### src/rtl/mips_pkg.sv
// Shared MIPS decode constants: control-bundle width and field positions, plus opcodes.
// Used by control_unit (producer) and id_ex_reg (consumer) so the bundle layout stays in one place.
package mips_pkg;

    localparam int NB_CTRL = 15;

    // Control bundle, MSB first: jump, aluSrc[1:0], aluOp[1:0], branch, regDst,
    // mem2Reg, regWrite, memRead, memWrite, width[1:0], sign_flag, immediate.
    localparam int CTRL_JUMP      = 14;
    localparam int CTRL_ALU_SRC   = 12;
    localparam int NB_ALU_SRC     = 2;
    localparam int CTRL_ALU_OP    = 10;
    localparam int NB_ALU_OP      = 2;
    localparam int CTRL_BRANCH    = 9;
    localparam int CTRL_REG_DST   = 8;
    localparam int CTRL_MEM2REG   = 7;
    localparam int CTRL_REG_WRITE = 6;
    localparam int CTRL_MEM_READ  = 5;
    localparam int CTRL_MEM_WRITE = 4;
    localparam int CTRL_WIDTH     = 2;
    localparam int NB_WIDTH       = 2;
    localparam int CTRL_SIGN      = 1;
    localparam int CTRL_IMM       = 0;

    localparam logic [5:0] R_TYPE = 6'b000000;
    localparam logic [5:0] LW     = 6'b100011;
    localparam logic [5:0] SW     = 6'b101011;
    localparam logic [5:0] BEQ    = 6'b000100;
    localparam logic [5:0] ADDI   = 6'b001000;
    localparam logic [5:0] ORI    = 6'b001101;
    localparam logic [5:0] J      = 6'b000010;
    localparam logic [5:0] LUI    = 6'b001111;
    localparam logic [5:0] LB     = 6'b100000;

endpackage

### src/rtl/id_ex_reg.sv
// ID/EX pipeline register with inline load-use detection; 1-cycle latency, stall holds all state.
// Flush and load-use bubbles clear the slot; IDEX_PERF_CNT_EN adds a saturating bubble counter.
module id_ex_reg
    import mips_pkg::*;
#(
    parameter int NB_DATA = 32,
    parameter int NB_REG  = 5,
    parameter int NB_OP   = 6,
    parameter int NB_CTRL = mips_pkg::NB_CTRL
) (
    input  logic               clk,
    input  logic               i_rst,
    input  logic               i_valid,
    input  logic [NB_CTRL-1:0] i_ctrl,
    input  logic [NB_DATA-1:0] i_pc4,
    input  logic [NB_DATA-1:0] i_rs_data,
    input  logic [NB_DATA-1:0] i_rt_data,
    input  logic [NB_DATA-1:0] i_imm_ext,
    input  logic [NB_REG-1:0]  i_rs,
    input  logic [NB_REG-1:0]  i_rt,
    input  logic [NB_REG-1:0]  i_rd,
    input  logic [NB_OP-1:0]   i_funct,
    input  logic               i_stall,
    input  logic               i_flush,
    output logic               o_valid,
    output logic [NB_CTRL-1:0] o_ctrl,
    output logic [NB_DATA-1:0] o_pc4,
    output logic [NB_DATA-1:0] o_rs_data,
    output logic [NB_DATA-1:0] o_rt_data,
    output logic [NB_DATA-1:0] o_imm_ext,
    output logic [NB_REG-1:0]  o_rs,
    output logic [NB_REG-1:0]  o_rt,
    output logic [NB_REG-1:0]  o_rd,
    output logic [NB_OP-1:0]   o_funct,
    output logic [NB_REG-1:0]  o_wr_reg,
    output logic               o_load_use,
    output logic               o_stall_up,
    output logic [31:0]        o_bubble_cnt
);

    logic bubble;

    assign o_load_use = o_valid & o_ctrl[CTRL_MEM_READ] & (o_wr_reg != '0)
                      & ((o_wr_reg == i_rs) | (o_wr_reg == i_rt)) & i_valid;
    assign o_stall_up = i_stall | (o_load_use & ~i_flush);
    assign bubble     = o_load_use & ~i_flush & ~i_stall;

    always_ff @(posedge clk) begin
        if (i_rst || i_flush || bubble) begin
            // A bubble leaves the ID instruction upstream, so clearing the slot loses nothing.
            o_valid   <= 1'b0;
            o_ctrl    <= '0;
            o_pc4     <= '0;
            o_rs_data <= '0;
            o_rt_data <= '0;
            o_imm_ext <= '0;
            o_rs      <= '0;
            o_rt      <= '0;
            o_rd      <= '0;
            o_funct   <= '0;
            o_wr_reg  <= '0;
        end else if (!i_stall) begin
            o_valid   <= i_valid;
            o_ctrl    <= i_valid ? i_ctrl : '0;
            o_pc4     <= i_pc4;
            o_rs_data <= i_rs_data;
            o_rt_data <= i_rt_data;
            o_imm_ext <= i_imm_ext;
            o_rs      <= i_rs;
            o_rt      <= i_rt;
            o_rd      <= i_rd;
            o_funct   <= i_funct;
            o_wr_reg  <= i_ctrl[CTRL_REG_DST] ? i_rd : i_rt;
        end
    end

`ifdef IDEX_PERF_CNT_EN
    logic [31:0] bubble_cnt;

    always_ff @(posedge clk) begin
        if (i_rst) begin
            bubble_cnt <= '0;
        end else if (bubble && (bubble_cnt != 32'hFFFF_FFFF)) begin
            bubble_cnt <= bubble_cnt + 32'd1;
        end
    end

    assign o_bubble_cnt = bubble_cnt;
`else
    assign o_bubble_cnt = '0;
`endif

endmodule

### config.mk
export PLATFORM = sky130hd
export DESIGN_NAME = id_ex_reg
export DESIGN_NICKNAME = d
export VERILOG_FILES = /design/src/rtl/mips_pkg.sv /design/src/rtl/id_ex_reg.sv
export SDC_FILE = /design/constraint.sdc
export NUM_CORES = 1
export LEC_CHECK = 0
export BUFFER_PORTS_ARGS = -buffer_cell sky130_fd_sc_hd__buf_2
export CAP_MARGIN = 40
export CORE_ASPECT_RATIO = 0.8
export CORE_MARGIN = 10
export CORE_UTILIZATION = 30
export DETAILED_ROUTE_END_ITERATION = 7
export PLACE_DENSITY = 0.6
export RECOVER_POWER = 25
export SYNTH_ARGS = -nofsm -noshare
export SYNTH_HDL_FRONTEND = slang
export SYNTH_SLANG_ARGS = --single-unit
### constraint.sdc
create_clock -name clk -period 4.5 [get_ports clk]
set_clock_uncertainty 0.15 [all_clocks]
set_input_delay 0.225 -clock clk [delete_from_list [all_inputs] [get_ports clk]]
set_output_delay 0.225 -clock clk [all_outputs]
set_load 0.05 [all_outputs]
=== Yosys cells after proc, flatten, opt, wreduce, memory -nomap -nowiden ===
Cells that the tools add are included.
Widths: inputs -> output; s select.

* Bits in registers: 170
* Output and inout port bits: 204

* Eq/ne operators: 2
* Multiplexer cells: 2
* Bitwise gates (word level): 10
* Reduce and logical (&&, ||, !) cells: 3

{| class="wikitable"
|+ Operator list
! cell !! count
|-
| $mux 15 || 1
|-
| $eq 5x5->1 || 2
|-
| $and 1x1->1 || 6
|-
| $mux 5 || 1
|-
| $reduce_bool 5->1 || 1
|-
| $logic_or 1x1->1 || 2
|-
| $not 1->1 || 2
|-
| $or 1x1->1 || 2
|}

=== Logic depth before layout (Yosys ltp) ===
* Depth after elaboration: 7
* Gate-level depth with buffers: 7
* Depth with buffers taken out: 4

=== Least setup slack after synthesis ===
No wires, ideal clock.

* Path kind: reg-to-output
* Start point: register o_wr_reg[3]
* End point: output port o_load_use
* Arrival: 2.239 ns
* Required time: 4.125 ns
* Setup slack: 1.886 ns
* Cell stages (with the launch flop): 6
* Path through: dfxtp_1 xnor2_1 nand3_1 o22ai_2 buf_2 nor2b_1

* Word-level cells in the longest chain between the ends: 4

{| class="wikitable"
|+ RTL lines
! item !! line !! source
|-
| start, declared || id_ex_reg.sv:35 || <nowiki>output logic [NB_REG-1:0] o_wr_reg,</nowiki>
|-
| start signal, assigned || id_ex_reg.sv:73 || <nowiki>o_wr_reg <= i_ctrl[CTRL_REG_DST] ? i_rd : i_rt;</nowiki>
|-
| $eq 5x5->1 or $reduce_bool 5->1 (tied branches) || id_ex_reg.sv:44, id_ex_reg.sv:43 ||
|-
| $or 1x1->1 or $and 1x1->1 (tied branches) || id_ex_reg.sv:44, id_ex_reg.sv:43 ||
|-
| $and 1x1->1 * (2 in a row) || id_ex_reg.sv:44 || <nowiki>& ((o_wr_reg == i_rs) | (o_wr_reg == i_rt)) & i_valid;</nowiki>
|-
| end, declared || id_ex_reg.sv:36 || <nowiki>output logic o_load_use,</nowiki>
|}

Every way passes the cells marked *; elsewhere a longest branch is shown, timed or not.

=== Worst setup path in the final report ===
* Start point: register o_wr_reg[0]
* End point: output port o_load_use

Same word-level chain as after synthesis.

==> results.json <==
{
  "drtIter0Drc": 650,
  "firstDrtPassIters": 5,
  "syn_inst": 853,
  "slowest_stage": "or4_1",
  "finalWeightedCongestion": 0.7663,
  "finalHoldViolCount": 0,
  "rr_worst_depth": 5,
  "num_rows": 51,
  "area_growth_pct": 52.02,
  "stdcell_count": 1619,
  "power_switching_mw": 1.387,
  "combPwrFrac": 0.222,
  "grt_pass1_vias": 8186,
  "power_mw": 4.014,
  "critPathKind": "flip-flop to primary output",
  "num_vias": 8288,
  "initial_core_util": 0.3037,
  "cts_buffer_depth": 2,
  "cp-start-kind": "flip-flop",
  "power_frac_seq": 0.410,
  "synth_cell_types": 24,
  "swShare": 0.3457,
  "synth_top_flop_cell": "dfxtp_1",
  "ys_ff_latch": 170,
  "worst_slew_pin_slew_ns": 0.7608,
  "setup_tns_ns": 0,
  "port_buffers": 340,
  "vias_per_cell": 5.119,
  "finalWirelength_um": 29100,
  "antenna_found_initial": 0,
  "ctsResizeCount": 0,
  "synthArstFlopShare": 0,
  "rsz0062_at_grt": "false",
  "cp-end-kind": "primary output",
  "cap_violations": 0,
  "crit_path_max_incr_delay_ns": 0.60,
  "maxSlewViolCount": 0,
  "insertion_delay_ns": 0.43,
  "power_density_mw_per_mm2": 358.5,
  "vdd_drop_max_v": 0.0002696,
  "num_antenna_cells": 0,
  "netlist_area_mm2": 0.007365,
  "cts_tree": "done",
  "layout_common_cells": "buf_2 (255), dfxtp_1 (170), dlygate4sd3_1 (163)",
  "fin_crit_ns": 2.860,
  "fin_nets": 1457,
  "status": "completed",
  "cts_htree_levels": 4,
  "synth.avg_cell_area_um2": 8.634,
  "crit_fanout": 121,
  "io_pins": 373,
  "die_h_um": 160.1,
  "die_w_um": 195.2,
  "grt_usage": 0.1758,
  "p_clk_frac": 0.368,
  "yosysWarnings": 0,
  "wire_per_inst_um": 17.97,
  "nFillCells": 2320,
  "max_slew_margin": 0.4928,
  "finalSetupViolations": 0,
  "drive_gt1_frac": 0.2360,
  "path_cells": "or4_1 > o21ai_4 > buf_12 > nor2b_1 > buf_2",
  "grt_max_degree": 171,
  "hold_depth": 3,
  "die-area_mm2": 0.03126,
  "core_mm2": 0.02425,
  "worstPathRequired_ns": 4.12,
  "fin_crit_sh": 0.6355,
  "ant_nets": 0,
  "internal_power_mw": 2.626,
  "arrival_ns": 2.48,
  "leakage_nw": 4.467,
  "cts_buffers": 17,
  "layout_commonest_cell": "buf_2",
  "final_util": 0.4617,
  "synth_seq_area_share": 0.4621,
  "hold_class": "input port to flip-flop",
  "drc": 0,
  "dp.cells": 1424,
  "clock_sinks": 170,
  "root_buffer": "clkbuf_16",
  "grt.overflow.total": 0,
  "clkTransAtPathRegs_ns": 0.07,
  "synth_edf_count": 0,
  "hpwl_um": 18250,
  "grt_pass1_wl_um": 46300,
  "max_freq_mhz": 349.7
}
[synthesized netlist by cell type (5+ instances only)]
cell | n | area share
and3_1 | 16 | 0.014
a21oi_1 | 10 | 0.0068
nand2_1 | 152 | 0.077
buf_2 | 14 | 0.0095
a32oi_1 | 150 | 0.18
o21ai_0 | 160 | 0.11
buf_4 | 39 | 0.040
nand3_1 | 17 | 0.012
xnor2_1 | 10 | 0.012
dfxtp_1 | 170 | 0.46
a22oi_1 | 20 | 0.020
clkbuf_1 | 70 | 0.036
mux2_2 | 5 | 0.0076
o21ai_1 | 6 | 0.0041
[kinds of logic after synthesis]
| group | synth area share |
|---|---|
| multiplexers | 0.007645 |
| buffers and inverters | 0.09004 |
| XOR/XNOR | 0.01189 |
| AND/OR/NAND/NOR | 0.1067 |
| other | 0.0005092 |
| flip-flops | 0.4621 |
| AO/OA/AOI/OAI | 0.3211 |
[critical path: cells and delay by family (launching register included)]
kind | cells | cell delay (ns)
buf+inv | 2 | 0.72
flops | 1 | 0.38
compound gates | 1 | 0.18
simple gates | 2 | 0.76
[layer usage]
metal	global-route usage	wire [um]	up-vias
li1	-	-	4021
met1	0.2151	12120	3919
met2	0.2924	14470	311
met3	0.04562	1901	37
met4	0.06098	612	0
met5	0	0	-
[timing repair]
item                      in CTS  in global routing
hold endpoints to repair     163                  0
setup buffers                  0                  0
hold buffers                 163                  0
[power by group through the flow]
stage          sequential [mW]  combinational [mW]  clock [mW]
2_1_floorplan             1.99               0.240           0
3_3_place_gp              1.67               0.776           0
3_5_place_dp              1.68               0.783           0
4_1_cts                   1.64               0.898        1.53
5_1_grt                   1.66               0.943        1.59
6_report                  1.65               0.890        1.48
[metrics by stage]
stage | hold WS (ns) | setup slack [ns] | cell area (um^2)
2_1_floorplan | 0.2076 | 1.886 | 7481
3_3_place_gp | 0.2926 | 2.001 | 9084
3_5_place_dp | 0.2969 | 2.013 | 9095
4_1_cts | 0.01900 | 1.536 | 11300
5_1_grt | 0.07009 | 1.437 | 11200
6_report | 0.04167 | 1.640 | 11200
[path summary, 6_finish.rpt]
kind / slack [ns] / start / to
setup / recovery: 1.64 / o_wr_reg[0]$_SDFFE_PP0N_ / o_load_use
hold / removal: 0.04 / i_ctrl[8] / o_ctrl[8]$_SDFFE_PP0N_
setup reg to reg: 2.02 / o_wr_reg[4]$_SDFFE_PP0N_ / o_rt_data[23]$_SDFFE_PP0N_
hold reg to reg: 0.32 / o_rs_data[18]$_SDFFE_PP0N_ / o_rs_data[18]$_SDFFE_PP0N_
[area by class of cell]
cell class / instances / area (um^2) / area share
well taps: 318 / 397.9 / 0.03554
flip-flops and latches: 170 / 3403 / 0.3040
repair buffers: 514 / 3376 / 0.3015
clock inverters: 13 / 122.6 / 0.01095
clock buffers: 19 / 452.9 / 0.04046
multi-input cells: 585 / 3443 / 0.3076
Note: power is estimated with default switching activity, not from simulation.
